`src/rtl/hearts_meter.sv`:
```
// Life-meter sprite overlay: a row of MAX_HEARTS heart icons, full or empty, with a
// per-frame sampled count and a blink animation on the hearts that were just lost.
module hearts_meter #(
  parameter int          MAX_HEARTS   = 3,
  parameter int          X0           = 240,
  parameter int          Y0           = 16,
  parameter int          SPRITE_W     = 16,
  parameter int          SPRITE_H     = 16,
  parameter logic [11:0] KEY_COLOR    = 12'h6DE,
  parameter int          BLINK_FRAMES = 32,
  parameter int          BLINK_PERIOD = 4,
  parameter int          ROM_LATENCY  = 1,
  localparam int         CW           = $clog2(MAX_HEARTS + 1),
  localparam int         ROW_W        = $clog2(2 * SPRITE_H),
  localparam int         COL_W        = $clog2(SPRITE_W)
) (
  input  logic             clk,
  input  logic             reset,
  input  logic [9:0]       x,
  input  logic [9:0]       y,
  input  logic             frame_tick,
  input  logic [CW-1:0]    num_hearts,
  output logic [ROW_W-1:0] rom_row,
  output logic [COL_W-1:0] rom_col,
  input  logic [11:0]      rom_data,
  output logic [11:0]      color_data,
  output logic             hearts_on,
  output logic             animating
);

  localparam int            FW    = $clog2(BLINK_FRAMES + 1);
  localparam logic [10:0]   X_LO  = 11'(X0);
  localparam logic [10:0]   X_HI  = 11'(X0 + MAX_HEARTS * SPRITE_W);
  localparam logic [10:0]   Y_LO  = 11'(Y0);
  localparam logic [10:0]   Y_HI  = 11'(Y0 + SPRITE_H);
  localparam logic [CW-1:0] MAX_N = CW'(MAX_HEARTS);

  typedef enum logic {IDLE, BLINK} state_t;

  state_t          state_q, state_d;
  logic [CW-1:0]   shown_q, shown_d;
  logic [CW-1:0]   lo_q, lo_d;
  logic [CW-1:0]   hi_q, hi_d;
  logic [FW-1:0]   fcnt_q, fcnt_d, fcnt_inc;
  logic [CW-1:0]   n;

  assign n        = (num_hearts > MAX_N) ? MAX_N : num_hearts;
  assign fcnt_inc = fcnt_q + FW'(1);

  // NOTE: every variable gets its hold value first, so no path leaves it unassigned (no latch).
  always_comb begin
    state_d = state_q;
    shown_d = shown_q;
    lo_d    = lo_q;
    hi_d    = hi_q;
    fcnt_d  = fcnt_q;
    if (frame_tick) begin
      case (state_q)
        IDLE: begin
          shown_d = n;
          if (n < shown_q) begin
            lo_d    = n;
            hi_d    = shown_q;
            fcnt_d  = '0;
            state_d = BLINK;
          end
        end
        BLINK: begin
          if (n < shown_q) begin
            // A further hit widens the range downwards and restarts the timer.
            lo_d    = n;
            fcnt_d  = '0;
            shown_d = n;
          end else if (n > shown_q) begin
            shown_d = n;
            state_d = IDLE;
          end else begin
            fcnt_d = fcnt_inc;
            if (fcnt_inc == FW'(BLINK_FRAMES)) state_d = IDLE;
          end
        end
        default: state_d = IDLE;
      endcase
    end
  end

  // NOTE: sequential state uses non-blocking assignments so all registers update together.
  always_ff @(posedge clk or posedge reset) begin
    if (reset) begin
      state_q <= IDLE;
      shown_q <= MAX_N;
      lo_q    <= '0;
      hi_q    <= '0;
      fcnt_q  <= '0;
    end else begin
      state_q <= state_d;
      shown_q <= shown_d;
      lo_q    <= lo_d;
      hi_q    <= hi_d;
      fcnt_q  <= fcnt_d;
    end
  end

  logic [10:0] x_ext, y_ext, dx, slot;
  logic [ROW_W-2:0] r;
  logic in_region, blink_show, draw_full;

  assign x_ext     = {1'b0, x};
  assign y_ext     = {1'b0, y};
  assign dx        = x_ext - X_LO;
  assign slot      = dx >> COL_W;
  assign r         = y[ROW_W-2:0] - Y_LO[ROW_W-2:0];
  assign in_region = (x_ext >= X_LO) && (x_ext < X_HI) && (y_ext >= Y_LO) && (y_ext < Y_HI);

  // Lost hearts start the blink in the full phase.
  assign blink_show = (state_q == BLINK) && (slot >= 11'(lo_q)) && (slot < 11'(hi_q))
                   && (((32'(fcnt_q) / BLINK_PERIOD) % 2) == 0);
  assign draw_full  = (slot < 11'(shown_q)) || blink_show;

  // The empty sprite sits SPRITE_H rows below the full one, so the MSB selects it.
  always_comb begin
    rom_row = '0;
    rom_col = '0;
    if (in_region) begin
      rom_col = dx[COL_W-1:0];
      rom_row = {~draw_full, r};
    end
  end

  logic [ROM_LATENCY-1:0] region_pipe;
  logic                   pix_on;

  assign pix_on = region_pipe[ROM_LATENCY-1] && (rom_data != KEY_COLOR);

  // NOTE: the region delay line is a handful of flops, so it is reset along with the outputs.
  always_ff @(posedge clk or posedge reset) begin
    if (reset) begin
      region_pipe <= '0;
      hearts_on   <= 1'b0;
      color_data  <= '0;
    end else begin
      region_pipe[0] <= in_region;
      for (int i = 1; i < ROM_LATENCY; i++) region_pipe[i] <= region_pipe[i-1];
      hearts_on  <= pix_on;
      color_data <= pix_on ? rom_data : 12'h000;
    end
  end

  assign animating = (state_q == BLINK);

endmodule

```
`config.mk`:
```
export PLATFORM = sky130hd
export DESIGN_NAME = hearts_meter
export DESIGN_NICKNAME = d
export VERILOG_FILES = /design/src/rtl/hearts_meter.sv
export SDC_FILE = /design/constraint.sdc
export NUM_CORES = 1
export LEC_CHECK = 0
export CAP_MARGIN = 20
export CORE_MARGIN = 3
export CORE_UTILIZATION = 43
export CTS_CLUSTER_SIZE = 28
export DETAILED_ROUTE_END_ITERATION = 7
export GPL_ROUTABILITY_DRIVEN = 0
export HOLD_SLACK_MARGIN = 0.05
export PLACE_DENSITY = 0.8
export SYNTH_ARGS = -nofsm -noshare
export SYNTH_HDL_FRONTEND = slang
export SYNTH_SLANG_ARGS = --single-unit
```
`constraint.sdc`:
```
create_clock -name clk -period 2.9 [get_ports clk]
set_clock_uncertainty 0.15 [all_clocks]
set_input_delay 0.58 -clock clk [delete_from_list [all_inputs] [get_ports clk]]
set_output_delay 0.58 -clock clk [all_outputs]
set_load 0.02 [all_outputs]
```
# Word level (Yosys, flattened, before mapping)
# Cells that the tools add are included.
[totals]
ff_bits = 27
input_bits = 37
output_inout_bits = 23
word_cells = 57
[op_classes]
add_sub_neg = 2
order_cmp = 10
n_eq_ne = 5
mux = 17
bitwise = 2
reduce_logical = 13
[ops]
columns = ["op", "n"]
rows = [
  ["$logic_not 32->1", 1],
  ["$mux 6", 3],
  ["$lt 7x2->1", 2],
  ["$mux 12", 1],
  ["$ne 12x11->1 const B", 1],
  ["$pmux 6 s2", 1],
  ["$sub 10x8->11 const B", 1],
  ["$ge 10x5->1 const B", 1],
  ["$ge 10x8->1 const B", 1],
  ["$lt 10x6->1 const B", 1],
  ["$lt 10x9->1 const B", 1],
  ["$mux 2", 4],
  ["$ge 7x2->1", 1],
  ["$logic_and 1x1->1", 7],
  ["$add 6x1->6 const B", 1],
  ["$eq 6x6->1 const B", 1],
  ["$reduce_and 3->1", 2],
  ["$mux 5", 1],
  ["$mux 1", 4],
  ["$mux 4", 1],
  ["$pmux 2 s2", 1],
  ["$reduce_and 2->1", 2],
  ["$ne 3x1->1 const B", 1],
  ["$ne 3x3->1 const B", 1],
  ["7 further kinds", 8],
]

# Depth between registers and ports, before layout
# Gate-level depths: netlist (run 1).
[depth]
depth_word = 8
depth_mapped = 6
depth_no_buf = 6

# Least setup slack after synthesis (run 1)
# No wires, ideal clock.
[synth_path]
kind = "input to output"
startpoint = "input port x[4]"
endpoint = "output port rom_row[4]"
t_arrival_ps = 1963
required_ps = 2170
setup_slack_ps = 207
cell_stages = 6
path_buffers = 0
path_cell_list = "ha_1 > ha_1 > or4b_1 > a21o_1 > o32ai_1 > a211oi_2"
[synth_between]
elab_chain_cells = 8
word_cells_on_any_way = 15
classes_between = "add/sub (1); order compare (5); mux (1); bitwise (1); reduce/logical (7)"
[synth_rtl]
columns = ["element", "line_no", "text"]
rows = [
  ["from (decl)", "19", "input logic [9:0] x,"],
  ["$sub 10x8->11", "110", "assign dx = x_ext - X_LO;"],
  ["$ge 7x2->1", "116", "assign blink_show = (state_q == BLINK) && (slot >= 11'(lo_q)) && (slot < 11'(hi_q))"],
  ["$logic_and 1x1->1 (2 in a row)", "116", ""],
  ["$logic_and 1x1->1", "117", "&& (((32'(fcnt_q) / BLINK_PERIOD) % 2) == 0);"],
  ["$logic_or 1x1->1", "118", "assign draw_full = (slot < 11'(shown_q)) || blink_show;"],
  ["$not 1->1", "126", "rom_row = {~draw_full, r};"],
  ["$mux 5 (*)", "124", "if (in_region) begin"],
  ["to (decl)", "23", "output logic [ROW_W-1:0] rom_row,"],
]
# Mark *: on every way between the ends. The rest lies on a longest branch, timed or not.

# Final worst setup path (run 1)
[layout_path]
startpoint = "input port x[5]"
endpoint = "output port rom_row[4]"
# The elaborated chain is that of the path after synthesis.

==> impl_results.rst, run 1 <==
.. list-table::
   :header-rows: 1

   * - Metric
     - Value
   * - Run status
     - complete, no violations
   * - Final Hold Slack
     - 0.351 ns
   * - Data arrival time of the worst path
     - 2.12 ns
   * - Clock Tree Root
     - sky130_fd_sc_hd__clkbuf_4
   * - Core Box Area
     - 0.00315 sq mm
   * - Internal
     - 0.000640 W
   * - Share of cells above drive strength 1
     - 0.234
   * - Cell type with the largest total area after synthesis
     - sky130_fd_sc_hd__dfrtp_1
   * - Pin count of the biggest net entering global routing
     - 28
   * - Buffers from clock root to sink, at most
     - 2
   * - Area of the multi-input gates
     - 835 sq um
   * - Row Count
     - 20
   * - Starting DRT DRC Count
     - 51
   * - Leakage
     - 0.979 nW
   * - Library cell contributing the largest single delay on the critical path
     - sky130_fd_sc_hd__or4b_4
   * - Delay of the slowest cell on the worst path
     - 0.47 ns
   * - Total global routing overflow
     - 0
   * - Top Family by Delay on Critical Path
     - simple AND/OR/NAND/NOR gates
   * - Met3 capacity usage during global routing
     - 0.0861
   * - Number of primary I/O pins
     - 60
   * - Worst Hold Class
     - flip-flop to flip-flop
   * - Primary FF master, synth
     - sky130_fd_sc_hd__dfrtp_1
   * - Placed cell count
     - 246
   * - Highest Clock Rate
     - 350 MHz
   * - Sinks on Clock Net
     - 27
   * - Die ar.
     - 0.00415 sq mm
   * - Number of distinct library cell variants in the gate-level netlist after synthesis
     - 38
   * - Most numerous cell in the Yosys netlist
     - sky130_fd_sc_hd__dfrtp_1
   * - Remaining antenna violation count
     - 0
   * - Slew HR
     - 0.763
   * - Switching Share
     - 0.306
   * - Critical Path Source Type
     - input port
   * - Pre-Repair DR Iteration Count
     - 4
   * - Worst EP required
     - 2.17 ns
   * - Number of warnings issued by yosys
     - 0
   * - Antenna violations before repair
     - 0
   * - Via count
     - 1329
   * - Most Frequent Cell on Critical Path
     - sky130_fd_sc_hd__buf_4
   * - Syn-to-layout area delta
     - 52.6%
   * - Average cell area after synthesis
     - 10.7 sq um
   * - CTS H-tree lvls
     - 1
   * - Clk slew on worst S/H paths
     - 0.14 ns
   * - Ratio of routed vias to standard cells
     - 5.25
   * - MaxCap Viol Count
     - 0
   * - Setup repair after global routing missed its margin
     - false
   * - Part of the Yosys area used for sequential elements
     - 0.462
   * - Hold Violations, Final
     - 0
   * - Final setup TNS
     - 0 ns
   * - Global-route wire length before repair
     - 6.58 mm
   * - Cell types with the largest area share after synthesis
     - sky130_fd_sc_hd__dfrtp_1, sky130_fd_sc_hd__ha_1, sky130_fd_sc_hd__nor3b_2, sky130_fd_sc_hd__and2_1, sky130_fd_sc_hd__dfstp_2
   * - Slew at the pin closest to its max-slew limit
     - 0.352 ns
   * - Filler Cell Count
     - 256
   * - Starting density of the core
     - 0.465
   * - Antenna Cells
     - 0
   * - Critical path capture point type
     - primary output
   * - Top-area cell type share of the netlist area
     - 0.427
   * - Net total in the final layout
     - 255
   * - Total of flip-flops plus latches after synthesis
     - 27
   * - Grt met2 use
     - 0.348
   * - Final max-slew violation count
     - 0
   * - Remaining design rule violation count
     - 0
   * - Period minus WS final
     - 2.85 ns
   * - Vias in the first global route
     - 1433
   * - Cell count after synthesis
     - 137
   * - Die boundary height
     - 64.4 microns
   * - Comb pwr share
     - 0.324
   * - Cell breakdown of the critical path
     - buf_4 > ha_4 > ha_2 > or4b_4 > a21o_1 > o32ai_2 > a211oi_2 > buf_4
   * - Clock share of power
     - 0.172
   * - Count of flip-flops with a built-in enable after synthesis
     - 0
   * - Grt met1 use
     - 0.229
   * - Period utilization
     - 0.984
   * - Setup violations, final
     - 0
   * - Power share of the sequential group
     - 0.504
   * - Post-detailed-placement half-perimeter wirelength
     - 2.98 mm
   * - Critical path fanouts, max
     - 2
   * - Clock latency on the worst-skew pair
     - 0.32 ns
   * - Async S/R FF share, synth
     - 1.00
   * - Number of buffer and inverter instances along the worst setup path
     - 2
   * - Crit Path Class
     - input port to primary output
   * - Synth Net Count
     - 182
   * - Total global routing track utilization
     - 0.202
   * - Power per unit of standard cell area
     - 412 mW/mm^2
   * - Net switching power
     - 0.000282 W
   * - Count of buffers inserted at the top-level ports
     - 59
   * - Horizontal die dimension
     - 64.4 microns
   * - CTS Hold Buffers Added
     - 0
   * - Worst IR Drop VDD
     - 0.000412 V
   * - Final core area utilization
     - 0.710
   * - Synth Cell Area
     - 0.00147 sq mm
   * - Ranking of synthesized cells by instance count
     - sky130_fd_sc_hd__dfrtp_1, sky130_fd_sc_hd__and2_1, sky130_fd_sc_hd__nand2_1, sky130_fd_sc_hd__inv_1
   * - Sequential Area
     - 678 sq um
   * - Total wire length
     - 3.97 mm
   * - Number of buffers created by CTS
     - 3
   * - Clock tree from TritonCTS
     - done
   * - Final Non-Filler Cells
     - 253
   * - Most used routing layer
     - met2
   * - Routed wire length per instance
     - 15.7 microns
[through the flow]
step,worst slack (ns),area [sq um],total power (W)
global route,0.00703,2240,0.000989
CTS,0.0000764,2240,0.000924
floorplan,0.207,1470,0.000630
global placement,-0.752,2150,0.000732
detailed placement,-0.811,2150,0.000747
finish,0.0458,2240,0.000922
[worst register-to-register path: stages (launching register included)]
cell                      delay, ns
sky130_fd_sc_hd__dfstp_2       0.55
sky130_fd_sc_hd__inv_1         0.07
sky130_fd_sc_hd__ha_1          0.30
sky130_fd_sc_hd__nor2b_1       0.16
sky130_fd_sc_hd__or3_1         0.34
sky130_fd_sc_hd__nor2_1        0.20
sky130_fd_sc_hd__mux2_2        0.36
[path summary, 6_finish.rpt]
check | from | endpoint | slack, ns | cells past startpoint
min in group asynchronous | reset | hi_q[0]$_DFFE_PP0P_ | 0.45 | 3
min | lo_q[0]$_DFFE_PP0P_ | lo_q[0]$_DFFE_PP0P_ | 0.35 | 2
max in group asynchronous | reset | shown_q[0]$_DFFE_PP1P_ | 1.85 | 3
min reg2reg | lo_q[0]$_DFFE_PP0P_ | lo_q[0]$_DFFE_PP0P_ | 0.35 | 2
max reg2reg | shown_q[1]$_DFFE_PP1P_ | hi_q[0]$_DFFE_PP0P_ | 0.67 | 6
max | x[5] | rom_row[4] | 0.05 | 8
[routing by layer]
metal / part of all wire / wire length [microns]
met1: 0.40 / 1580
met2: 0.49 / 1960
met3: 0.087 / 344
met4: 0.021 / 82
met5: 0 / 0
[area by class of cell]
type / count / share of cell area
clock inverter: 1 / 0.00224
multi-input combinational: 101 / 0.373
tap: 44 / 0.0246
timing repair buffer: 68 / 0.272
sequential: 27 / 0.303
clock buffer: 3 / 0.0101
inverter: 9 / 0.0151
[registers in the layout (all words and copies together), names as in the netlist]
signal,flops
lo_q,2
animating,1
color_data,12
fcnt_q,6
shown_q,2
hearts_on,1
hi_q,2
region_pipe,1
[power groups by stage]
stage	clock [W]	combinational [W]	sequential, W
6_report	0.000158	0.000299	0.000464
5_1_grt	0.000183	0.000335	0.000472
4_1_cts	0.000166	0.000294	0.000464
3_5_place_dp	0	0.000275	0.000471
3_3_place_gp	0	0.000264	0.000468
2_1_floorplan	0	0.000162	0.000467
[placed cells by master, fill, tap and decap left out, drive strengths merged, types with 2 or more instances in the layout]
cell / instances
or3: 2
dlygate4sd2: 5
o21ai: 7
nand2: 12
nor3: 2
ha: 8
and2: 12
a21o: 2
nand4b: 2
nor4b: 2
dfrtp: 25
o32a: 2
nor3b: 8
clkdlybuf4s50: 42
nand4: 2
dfstp: 2
mux2: 4
a21oi: 5
nor2: 4
mux2i: 2
inv: 9
clkbuf: 3
nand2b: 2
nor2b: 3
buf: 20
nand3: 4
o31a: 2
[what timing repair did]
| action | in CTS | in global routing |
|---|---|---|
| setup buffers | 2 | 0 |
| pin swaps | 8 | 4 |
| gates cloned | 1 | 0 |
| gates resized for setup | 56 | 10 |
| setup endpoints to repair | 9 | 7 |
| hold endpoints to repair | 0 | 0 |
[kinds of logic (layout without fill, tap and decap cells)]
family / count (synthesis) / in the layout / synth area share
AND/OR/NAND/NOR: 61 / 61 / 0.278
flip-flops: 27 / 27 / 0.462
AO/OA/AOI/OAI: 25 / 26 / 0.116
buffers and inverters: 10 / 81 / 0.0307
adder cells (fa/ha/maj): 8 / 8 / 0.0683
multiplexers: 6 / 6 / 0.0444
Note: power is estimated with default switching activity, not from simulation.
==> inputs of run 2 (changes only) <==
--- a/config.mk
+++ b/config.mk
@@ -5,7 +5,6 @@
 export SDC_FILE = /design/constraint.sdc
 export NUM_CORES = 1
 export LEC_CHECK = 0
-export CAP_MARGIN = 20
 export CORE_MARGIN = 3
 export CORE_UTILIZATION = 43
 export CTS_CLUSTER_SIZE = 28
@@ -13,6 +12,7 @@
 export GPL_ROUTABILITY_DRIVEN = 0
 export HOLD_SLACK_MARGIN = 0.05
 export PLACE_DENSITY = 0.8
+export SKIP_CTS_REPAIR_TIMING = 1
 export SYNTH_ARGS = -nofsm -noshare
 export SYNTH_HDL_FRONTEND = slang
 export SYNTH_SLANG_ARGS = --single-unit
==> run 2 against run 1 <==
Effect of this change: critical path type unchanged; sequential share of layout area down 0.27 points; largest power group unchanged; total power up 0.72%; largest cell class unchanged; non-clock buffer count down 2; cell count down 0.79%.
==> impl_results.rst, run 2 (synthesized netlist as in run 1, its figures left out) <==
.. list-table::
   :header-rows: 1

   * - Metric
     - Value
   * - Reg with most FFs
     - color_data
   * - Hold Violations, Final
     - 0 (unchanged)
   * - Leakage
     - 0.990 nW (+1.0%)
   * - Worst Hold Class
     - flip-flop to flip-flop
   * - Setup violations, final
     - 0 (unchanged)
   * - Row Count
     - 20 (unchanged)
   * - Clock Tree Root
     - sky130_fd_sc_hd__clkbuf_4
   * - Slew at the pin closest to its max-slew limit
     - 0.359 ns (+0.00724 ns)
   * - MaxCap Viol Count
     - 0 (unchanged)
   * - Total global routing overflow
     - 0 (unchanged)
   * - Register-to-Register Path Depth
     - 6 (unchanged)
   * - Pin count of the biggest net entering global routing
     - 28 (unchanged)
   * - Vias in the first global route
     - 1379 (-3.8%)
   * - Post-detailed-placement half-perimeter wirelength
     - 2.98 mm (unchanged)
   * - Final core area utilization
     - 0.716 (+0.00635)
   * - Syn-to-layout area delta
     - 53.9%
   * - Core Box Area
     - 0.00315 sq mm (unchanged)
   * - Net total in the final layout
     - 253 (-0.78%)
   * - Die ar.
     - 0.00415 sq mm (unchanged)
   * - Highest Clock Rate
     - 350 MHz (about the same)
   * - Data arrival time of the worst path
     - 2.12 ns (about the same)
   * - Routed wire length per instance
     - 15.7 microns (+0.11%)
   * - Starting DRT DRC Count
     - 87 (+71%)
   * - Antenna Cells
     - 0 (unchanged)
   * - Final max-slew violation count
     - 0 (unchanged)
   * - Clk slew on worst S/H paths
     - 0.14 ns (about the same)
   * - Number of buffers created by CTS
     - 3 (unchanged)
   * - Via count
     - 1327 (-0.15%)
   * - Share of cells above drive strength 1
     - 0.222 (-0.0122)
   * - Period minus WS final
     - 2.85 ns (+0.000171 ns)
   * - Total wire length
     - 3.94 mm (-0.68%)
   * - Pre-Repair DR Iteration Count
     - 4 (unchanged)
   * - Final design area excluding fillers
     - 0.00226 sq mm (+0.89%)
   * - Routed length on met1
     - 1.56 mm (-1.3%)
   * - Power consumption
     - 0.000928 W (+0.72%)
   * - Critical path capture point type
     - primary output
   * - CTS H-tree lvls
     - 1 (unchanged)
   * - Horizontal die dimension
     - 64.4 microns (unchanged)
   * - Instance count along the most critical hold path
     - 2 (unchanged)
   * - Uppermost layer routed
     - met4
   * - Number of flip-flops under the largest register name
     - 12 (unchanged)
   * - Buffers from clock root to sink, at most
     - 2 (unchanged)
   * - Wire length on met2
     - 1.98 mm (+0.97%)
   * - Largest registers
     - color_data x12, fcnt_q x6
   * - Total global routing track utilization
     - 0.186 (-0.0163)
   * - Crit Path Class
     - input port to primary output
   * - Power per unit of standard cell area
     - 411 mW/mm^2 (-0.17%)
   * - Worst EP required
     - 2.17 ns (about the same)
   * - Die boundary height
     - 64.4 microns (unchanged)
   * - Number of primary I/O pins
     - 60 (unchanged)
   * - Ratio of routed vias to standard cells
     - 5.29 (+0.65%)
   * - Count of buffers inserted at the top-level ports
     - 59 (unchanged)
   * - Global-route wire length before repair
     - 6.11 mm (-7.2%)
   * - Setup repair after global routing missed its margin
     - true
   * - Starting density of the core
     - 0.465 (unchanged)
   * - Routed wire length on met3
     - 341 microns (-0.87%)
   * - Remaining design rule violation count
     - 0 (unchanged)
   * - Most frequent standard cell in the layout excluding fill and tap cells
     - sky130_fd_sc_hd__clkdlybuf4s50_1
   * - Clock tree from TritonCTS
     - done
   * - Remaining antenna violation count
     - 0 (unchanged)
   * - Final Hold Slack
     - 0.352 ns (+0.00101 ns)
   * - Clock latency on the worst-skew pair
     - 0.32 ns (about the same)
   * - Critical path fanouts, max
     - 4 (+2)
   * - Worst IR Drop VDD
     - 0.000411 V (-0.10%)
   * - Antenna violations before repair
     - 0 (unchanged)
   * - Slew HR
     - 0.758 (-0.00488)
   * - Run status
     - complete, no violations
   * - Period utilization
     - 0.984 (about the same)
   * - Sinks on Clock Net
     - 27 (unchanged)
   * - Placed cell areas
     - 0.00215 sq mm (unchanged)
   * - Critical Path Source Type
     - input port
   * - Highest-count cells in the layout ignoring fill and taps
     - sky130_fd_sc_hd__clkdlybuf4s50_1, sky130_fd_sc_hd__dfrtp_1, sky130_fd_sc_hd__buf_4
[run 2: cell types whose count changed in the layout (fill, tap and decap cells not counted)]
cell,delta
sky130_fd_sc_hd__buf_2,-9
sky130_fd_sc_hd__buf_4,+5
sky130_fd_sc_hd__clkbuf_2,+2
sky130_fd_sc_hd__clkdlybuf4s50_1,+2
sky130_fd_sc_hd__dlygate4sd2_1,-5
sky130_fd_sc_hd__dlymetal6s2s_1,+3
sky130_fd_sc_hd__ha_2,-1
sky130_fd_sc_hd__ha_4,+1
sky130_fd_sc_hd__nor4b_1,+1
sky130_fd_sc_hd__nor4b_2,-1
[run 2: critical path: stages]
cell	delay (ns)
sky130_fd_sc_hd__clkdlybuf4s50_1	0.49
sky130_fd_sc_hd__or4b_4	0.51
sky130_fd_sc_hd__a21o_1	0.18
sky130_fd_sc_hd__o32ai_2	0.10
sky130_fd_sc_hd__a211oi_2	0.10
sky130_fd_sc_hd__buf_4	0.17
[run 2: cell type report]
type / instances / area (sq um)
clock inverter: 1 / 5.00
inverter: 9 / 33.8
multi-input combinational: 101 / 838
sequential: 27 / 678
timing repair buffer: 66 / 624
clock buffer: 3 / 22.5
tap: 44 / 55.1
fill: 258 / 896
[run 2: worst paths after layout]
path	slack (ns)	end	start
worst max-delay path	0.05	rom_row[4]	x[9]
worst min-delay path	0.35	lo_q[0]$_DFFE_PP0P_	lo_q[0]$_DFFE_PP0P_
worst max register to register	0.68	hi_q[0]$_DFFE_PP0P_	shown_q[1]$_DFFE_PP1P_
worst min register to register	0.35	lo_q[0]$_DFFE_PP0P_	lo_q[0]$_DFFE_PP0P_
max in group asynchronous	1.85	shown_q[0]$_DFFE_PP1P_	reset
min in group asynchronous	0.46	hi_q[0]$_DFFE_PP0P_	reset
[run 2: routing by layer]
layer	vias to the layer above	track usage
met5	-	0
met4	0	0.0475
met3	6	0.0826
met2	45	0.322
met1	632	0.206
li1	644	-
[run 2: metrics by stage]
stage	std cells	setup WS, ns	setup TNS [ns]
after floorplan	137	0.207	0
after global placement	246	-0.752	-6.25
after detailed placement	246	-0.811	-6.73
after CTS	250	-0.816	-6.78
after global routing	251	-0.0263	-0.0388
final	251	0.0456	0
[run 2: where the power goes]
group | internal, W | total, W | leakage (nW) | switching (W)
combinational | 0.000165 | 0.000306 | 0.613 | 0.000141
clock | 0.0000516 | 0.000157 | 0.0177 | 0.000106
sequential | 0.000427 | 0.000465 | 0.359 | 0.0000384
total | 0.000644 | 0.000928 | 0.990 | 0.000285
==> inputs of run 3 (changes only) <==
--- a/config.mk
+++ b/config.mk
@@ -5,6 +5,7 @@
 export SDC_FILE = /design/constraint.sdc
 export NUM_CORES = 1
 export LEC_CHECK = 0
+export ABC_CLOCK_PERIOD_IN_PS = 2900
 export CORE_MARGIN = 3
 export CORE_UTILIZATION = 43
 export CTS_CLUSTER_SIZE = 28
==> results of run 3 <==
Final layout, timing and power as in run 2 (identical DEF).
